`config.mk`:
```
export PLATFORM = sky130hd
export DESIGN_NAME = multi_rect_object
export DESIGN_NICKNAME = d
export VERILOG_FILES = /design/src/rtl/multi_rect_pkg.sv /design/src/rtl/multi_rect_object_hit.sv /design/src/rtl/multi_rect_object.sv
export SDC_FILE = /design/constraint.sdc
export NUM_CORES = 1
export LEC_CHECK = 0
export CAP_MARGIN = 20
export CORE_MARGIN = 2
export CORE_UTILIZATION = 51
export DETAILED_ROUTE_END_ITERATION = 8
export GPL_TIMING_DRIVEN = 0
export PLACE_DENSITY = 0.81
export REMOVE_ABC_BUFFERS = 1
export SLEW_MARGIN = 20
export SYNTH_ARGS = -nofsm -noshare
export SYNTH_HDL_FRONTEND = slang
export SYNTH_HIERARCHICAL = 1
export SYNTH_SLANG_ARGS = --single-unit
```
`constraint.sdc`:
```
create_clock -name clk -period 3.9 [get_ports clk]
set_input_delay 0.585 -clock clk [delete_from_list [all_inputs] [get_ports clk]]
set_output_delay 0.585 -clock clk [all_outputs]
set_load 0.05 [all_outputs]
```
`src/rtl/multi_rect_pkg.sv`:
```
// Shared types and constants for the multi-rectangle object drawer.
package multi_rect_pkg;

  localparam int CFG_COORD_W = 11;
  localparam int CFG_DIM_W   = 11;

  localparam logic [7:0] TRANSPARENT_ENCODING = 8'hFF;

  typedef struct packed {
    logic signed [CFG_COORD_W-1:0] topLeftX;
    logic signed [CFG_COORD_W-1:0] topLeftY;
    logic [CFG_DIM_W-1:0]          width;
    logic [CFG_DIM_W-1:0]          height;
    logic [7:0]                    color;
    logic                          enable;
    logic                          blink;
  } obj_cfg_t;

  // Index/counter width with a floor of one bit so single-entry cases still elaborate.
  function automatic int idx_width(input int n);
    return (n > 1) ? $clog2(n) : 1;
  endfunction

endpackage

```
`src/rtl/multi_rect_object_hit.sv`:
```
// Stage 1 of the drawer: per-channel visibility, bounds test and offset capture.
module rect_hit_unit
  import multi_rect_pkg::*;
(
  input  logic                          clk,
  input  logic                          reset,
  input  obj_cfg_t                      cfg,
  input  logic signed [CFG_COORD_W-1:0] pixel_x,
  input  logic signed [CFG_COORD_W-1:0] pixel_y,
  input  logic                          blink_phase,
  output logic                          hit_q,
  output logic [CFG_COORD_W-1:0]        offset_x_q,
  output logic [CFG_COORD_W-1:0]        offset_y_q,
  output logic [7:0]                    color_q
);

  localparam int EXT_W = CFG_COORD_W + 1;

  logic signed [EXT_W-1:0] px_e, py_e;
  logic signed [EXT_W-1:0] x_lo, y_lo, x_hi, y_hi;
  logic signed [EXT_W-1:0] w_e, h_e;
  logic                    visible, in_x, in_y;
  logic                    hit_d;
  logic [CFG_COORD_W-1:0]  offset_x_d, offset_y_d;
  logic [7:0]              color_d;

  // One guard bit keeps pos+size from wrapping when a rectangle hangs off the screen edge.
  always_comb begin
    px_e       = {pixel_x[CFG_COORD_W-1], pixel_x};
    py_e       = {pixel_y[CFG_COORD_W-1], pixel_y};
    x_lo       = {cfg.topLeftX[CFG_COORD_W-1], cfg.topLeftX};
    y_lo       = {cfg.topLeftY[CFG_COORD_W-1], cfg.topLeftY};
    w_e        = EXT_W'(cfg.width);
    h_e        = EXT_W'(cfg.height);
    x_hi       = x_lo + w_e;
    y_hi       = y_lo + h_e;
    in_x       = (px_e >= x_lo) && (px_e < x_hi);
    in_y       = (py_e >= y_lo) && (py_e < y_hi);
    visible    = cfg.enable && (!cfg.blink || blink_phase);
    hit_d      = visible && in_x && in_y;
    offset_x_d = pixel_x - cfg.topLeftX;
    offset_y_d = pixel_y - cfg.topLeftY;
    color_d    = cfg.color;
  end

  // Colour travels with the hit so a commit between stages cannot pair it with stale geometry.
  always_ff @(posedge clk) begin
    if (reset) begin
      hit_q      <= 1'b0;
      offset_x_q <= '0;
      offset_y_q <= '0;
      color_q    <= TRANSPARENT_ENCODING;
    end else begin
      hit_q      <= hit_d;
      offset_x_q <= offset_x_d;
      offset_y_q <= offset_y_d;
      color_q    <= color_d;
    end
  end

endmodule

```
`src/rtl/multi_rect_object.sv`:
```
// Multi-channel rectangle drawer: shadow/live config, frame-locked blink, two-stage hit pipeline.
module multi_rect_object
  import multi_rect_pkg::*;
#(
  parameter int NUM_OBJ      = 4,
  parameter int COORD_W      = CFG_COORD_W,
  parameter int DIM_W        = CFG_DIM_W,
  parameter int BLINK_FRAMES = 16,
  parameter int IDX_W        = idx_width(NUM_OBJ)
) (
  input  logic                      clk,
  input  logic                      reset,
  input  logic signed [COORD_W-1:0] pixelX,
  input  logic signed [COORD_W-1:0] pixelY,
  input  logic                      startOfFrame,
  input  logic                      load_valid,
  output logic                      load_ready,
  input  logic [IDX_W-1:0]          load_idx,
  input  logic signed [COORD_W-1:0] load_topLeftX,
  input  logic signed [COORD_W-1:0] load_topLeftY,
  input  logic [DIM_W-1:0]          load_width,
  input  logic [DIM_W-1:0]          load_height,
  input  logic [7:0]                load_color,
  input  logic                      load_enable,
  input  logic                      load_blink,
  output logic                      drawingRequest,
  output logic [IDX_W-1:0]          objectIdx,
  output logic [COORD_W-1:0]        offsetX,
  output logic [COORD_W-1:0]        offsetY,
  output logic [7:0]                RGBout
);

  localparam int               CNT_W    = idx_width(BLINK_FRAMES);
  localparam logic [CNT_W-1:0] CNT_LAST = CNT_W'(BLINK_FRAMES - 1);

  obj_cfg_t shadow_q [NUM_OBJ];
  obj_cfg_t shadow_d [NUM_OBJ];
  obj_cfg_t live_q   [NUM_OBJ];
  obj_cfg_t live_d   [NUM_OBJ];

  logic [CNT_W-1:0] blink_cnt_q, blink_cnt_d;
  logic             blink_phase_q, blink_phase_d;

  logic     load_fire;
  obj_cfg_t load_cfg;

  assign load_ready = !reset && !startOfFrame;
  assign load_fire  = load_valid && load_ready;

  always_comb begin
    load_cfg          = '0;
    load_cfg.topLeftX = load_topLeftX;
    load_cfg.topLeftY = load_topLeftY;
    load_cfg.width    = load_width;
    load_cfg.height   = load_height;
    load_cfg.color    = load_color;
    load_cfg.enable   = load_enable;
    load_cfg.blink    = load_blink;
  end

  // Out-of-range indices match no channel, so those writes are consumed and dropped.
  always_comb begin
    shadow_d      = shadow_q;
    live_d        = live_q;
    blink_cnt_d   = blink_cnt_q;
    blink_phase_d = blink_phase_q;
    if (startOfFrame) begin
      live_d = shadow_q;
      if (blink_cnt_q == CNT_LAST) begin
        blink_cnt_d   = '0;
        blink_phase_d = !blink_phase_q;
      end else begin
        blink_cnt_d = blink_cnt_q + 1'b1;
      end
    end
    for (int i = 0; i < NUM_OBJ; i++) begin
      if (load_fire && (int'(load_idx) == i)) begin
        shadow_d[i] = load_cfg;
      end
    end
  end

  always_ff @(posedge clk) begin
    if (reset) begin
      for (int i = 0; i < NUM_OBJ; i++) begin
        shadow_q[i] <= '0;
        live_q[i]   <= '0;
      end
      blink_cnt_q   <= '0;
      blink_phase_q <= 1'b1;
    end else begin
      shadow_q      <= shadow_d;
      live_q        <= live_d;
      blink_cnt_q   <= blink_cnt_d;
      blink_phase_q <= blink_phase_d;
    end
  end

  logic [NUM_OBJ-1:0] hit_s1;
  logic [COORD_W-1:0] off_x_s1 [NUM_OBJ];
  logic [COORD_W-1:0] off_y_s1 [NUM_OBJ];
  logic [7:0]         color_s1 [NUM_OBJ];

  for (genvar g = 0; g < NUM_OBJ; g++) begin : g_hit
    rect_hit_unit u_hit (
      .clk         (clk),
      .reset       (reset),
      .cfg         (live_q[g]),
      .pixel_x     (pixelX),
      .pixel_y     (pixelY),
      .blink_phase (blink_phase_q),
      .hit_q       (hit_s1[g]),
      .offset_x_q  (off_x_s1[g]),
      .offset_y_q  (off_y_s1[g]),
      .color_q     (color_s1[g])
    );
  end

  logic               draw_req_q, draw_req_d;
  logic [IDX_W-1:0]   obj_idx_q, obj_idx_d;
  logic [COORD_W-1:0] offset_x_q, offset_x_d;
  logic [COORD_W-1:0] offset_y_q, offset_y_d;
  logic [7:0]         rgb_q, rgb_d;

  // Scanning from the top index down leaves the lowest hitting channel as the winner.
  always_comb begin
    draw_req_d = 1'b0;
    obj_idx_d  = '0;
    offset_x_d = '0;
    offset_y_d = '0;
    rgb_d      = TRANSPARENT_ENCODING;
    for (int i = NUM_OBJ - 1; i >= 0; i--) begin
      if (hit_s1[i]) begin
        draw_req_d = 1'b1;
        obj_idx_d  = IDX_W'(i);
        offset_x_d = off_x_s1[i];
        offset_y_d = off_y_s1[i];
        rgb_d      = color_s1[i];
      end
    end
  end

  always_ff @(posedge clk) begin
    if (reset) begin
      draw_req_q <= 1'b0;
      obj_idx_q  <= '0;
      offset_x_q <= '0;
      offset_y_q <= '0;
      rgb_q      <= TRANSPARENT_ENCODING;
    end else begin
      draw_req_q <= draw_req_d;
      obj_idx_q  <= obj_idx_d;
      offset_x_q <= offset_x_d;
      offset_y_q <= offset_y_d;
      rgb_q      <= rgb_d;
    end
  end

  assign drawingRequest = draw_req_q;
  assign objectIdx      = obj_idx_q;
  assign offsetX        = offset_x_q;
  assign offsetY        = offset_y_q;
  assign RGBout         = rgb_q;

endmodule

```
==> summary.md <==
| Metric | Value |
|---|---|
| Sink Count | 594 |
| Register area share after synthesis | approximately two fifths |
| Worst-path fanout max | 3 |
| CTS Buf Count | 59 |
| Routed wl met3 | 4810 um |
| Critical path data required time | approximately 4.4 ns |
| Post-synthesis register bit count | ~590 |
| Layout Skew | about 0.017 ns |
| Min Tclk post-route | around 3.8 ns |
| CP peak stage delay | around 0.44 ns |
| Top sig layer | met4 |
| DR iter-0 viols | about 2,000 |
| Commonest cells after routing, fill and taps aside | dfxtp_1, nor2_1, a21oi_1, ha_1, nand3_1 |
| FMAX | roughly 260 MHz |
| Vias per cell | 5.90 |
| Status | finished clean |
| Synth unique cells | 83 |
| Port bufs | approximately 120 |
| Final period utilization | 97.7% |
| Startpoint types | flop |
| LEAKAGE | roughly 14 nW |
| Register area | 11,900 um2 |
| Die Ht | approximately 250 um |
| Final setup fails | 0 |
| Top FF cell, synth | dfxtp_1 |
| Commonest non-fill, non-tap cell in the layout | dfxtp_1 |
| Setup CP Type | flop to flop |
| Clock transition at the registers of the reported paths | roughly 0.060 ns |
| Routed wl met2 | around 38,000 um |
| Max Slew Vio Count | 0 |
| Die Area | between 60,000 and 70,000 um2 |
| First-pass GRT wire length | approximately 130,000 um |
| Core ar. | 59,000 um2 |
| CP max-delay cell | fa_1 |
| Number of remaining DRC errors | 0 |
| FILL cells | approximately 5,000 |
| Worst-path cell chain | ha_1, fa_1, a21oi_2, o21ai_1, a2111oi_2, o31ai_1, a21oi_1, xor2_1, ha_1, and2_1, a221o_1, a31oi_1, o21ai_1, nor4_1 |
| CTS tree | done |
| Synthesized cell area | between 30,000 and 40,000 um2 |
| Starting density of the core | around half |
| Clock Latency Late Sink | 0.63 ns |
| Final GP Congestion | between 0.9 and 1 |
| WHS | 0.393 ns |
| Final Util | approximately three fifths |
| Pwr dens | around 390 nW/um2 |
| Nets | 3,848 |
| DRT met1 WL | approximately 35,000 um |
| Area share of the largest cell type after synthesis | 39.0% |
| Avg WL per Cell | 18.7 um |
| Share of layout cells above drive strength 1 | under 10% |
| Hold/Removal Path Class | input pin to flop |
| Final antenna-violating net count | 0 |
| Global-route usage over all layers | about a quarter |
| Synth warn | 6 |
| Hold-fix buffers, CTS | 0 |
| Critical path capture point type | flop |
| Post-synth EDFFs | 0 |
| Root Buffer | clkbuf_16 |
| Slew margin rel. | 45.0% |
| Tightest Pin Transition | 0.825 ns |
| Antenna violations before repair | 2 |
| Final Power | 13.3 mW |
| Final HPWL DP | approximately 55,000 um |
| Arrival time worst endpoint | approximately 4.3 ns |
| Synth top area cells | dfxtp_1, ha_1, mux2i_1 |
| Area post-placement | 32,400 um2 |
| Leading area contributor after synthesis | dfxtp_1 |
| Grt total ovfl | 0 |
| DR vias | about 25,000 |
| Area growth syn-to-layout | 13.3% |
| Multi-input gate area | 17,200 um2 |
| Via count of the first global-routing pass | approximately 24,000 |
| Max Cap Viol | 0 |
| Final wirelength | 80,700 um |
| Pin count of the biggest net entering global routing | between 100 and 150 |
| Die X-Extent | roughly 250 um |
| DRT Pass-1 Iters | 5 |
| Async SR Flop Fraction | 0% |
| Final Hold Viols | 0 |
| H-Tree Depth | 2 |
| Final Instance Area | ~35,000 um2 |
| # rows | between 80 and 90 |
| Max VDD drop | ~0.00032 V |
| Clk buf depth | 3 |
| Syn_area_per_cell | a little under 9 um2 |
| # IOs | between 100 and 150 |
| Mapped Cells | between 3,000 and 4,000 |
what timing repair did:
action,in CTS,in global routing
pin swaps,0,4
setup endpoints to repair,3,5
buffers inserted,0,2
gates resized for setup,4,15
cloned,0,1
hold endpoints to repair,0,0
synth_stat cells, drive strengths merged (23+ instances only):
library cell  number
a21oi            354
o21bai            23
nor2             386
inv              171
buf               79
dfxtp            594
xor2              52
nand3            258
a21o              30
xnor2             70
nor2b             62
ha               265
a221oi            26
o21ai            276
nor3              49
clkbuf           126
nand2             89
or2               38
o21a              23
mux2i            223
cell type report:
class	instances	share of cell area [%]
antenna	1	0.00725
clock buffer	80	4.92
clock inverter	29	0.859
inverter	171	1.88
multi-input combinational	2506	49.8
sequential	594	34.5
tap	773	2.80
timing repair buffer	153	5.24
power by group:
group	switching [mW]	internal (mW)	total [mW]	leakage [nW]
sequential	0.0505	6.20	6.25	4.83
clock	2.48	3.32	5.80	0.969
combinational	0.780	0.490	1.27	7.77
total	3.31	10.0	13.3	13.6
worst max-delay path: cells and delay by family (launching register included):
| kind | cells | cell delay (ns) |
|---|---|---|
| and+or+nand+nor | 2 | 0.44 |
| adders and majority gates | 3 | 0.94 |
| DFF | 1 | 0.36 |
| AOI/OAI and AO/OA | 8 | 1.79 |
| xor gates and xnor gates | 1 | 0.16 |
final timing paths:
kind / start / end / slack [ns] / depth (start not counted)
hold reg to reg: g_hit[0].u_hit/offset_x_q[10] / offsetX[10] / 0.43 / 2
hold / removal: reset / live_q[182] / 0.39 / 2
setup / recovery: live_q[205] / g_hit[0].u_hit/hit_q / 0.09 / 14
setup reg to reg: live_q[205] / g_hit[0].u_hit/hit_q / 0.09 / 14
per-layer routing:
metal,global-route usage (%),vias to the layer above
met4,9.67,0
met5,0,-
met2,41.3,841
met3,3.40,165
met1,33.0,12100
li1,-,12300
kinds of logic after synthesis:
kind of cell / synth area share (%)
compound gates: 17.3
mux: 7.55
flops: 39.0
fa+ha+maj: 11.9
xor+xnor: 3.51
buf+inv: 5.08
simple gates: 15.7
stage by stage:
step,setup slack [ns],std cells,setup TNS (ns)
floorplan,-4.86,3271,-697.21
global placement,-61.96,4159,-
detailed placement,-0.143,4194,-0.143
CTS,0.0557,4303,0
global route,-0.0339,4307,-0.0339
finish,0.0903,4307,0
state kept, by name, indices dropped and copies added, names as in the netlist:
name / count
live_q: 216
shadow_q: 216
g_hit.u_hit/offset_x_q: 44
g_hit.u_hit/offset_y_q: 44
g_hit.u_hit/color_q: 32
offsetX: 11
offsetY: 11
RGBout: 8
blink_cnt_q: 4
g_hit.u_hit/hit_q: 4
objectIdx: 2
blink_phase_q: 1
drawingRequest: 1
(Power assumes the default switching activity.)
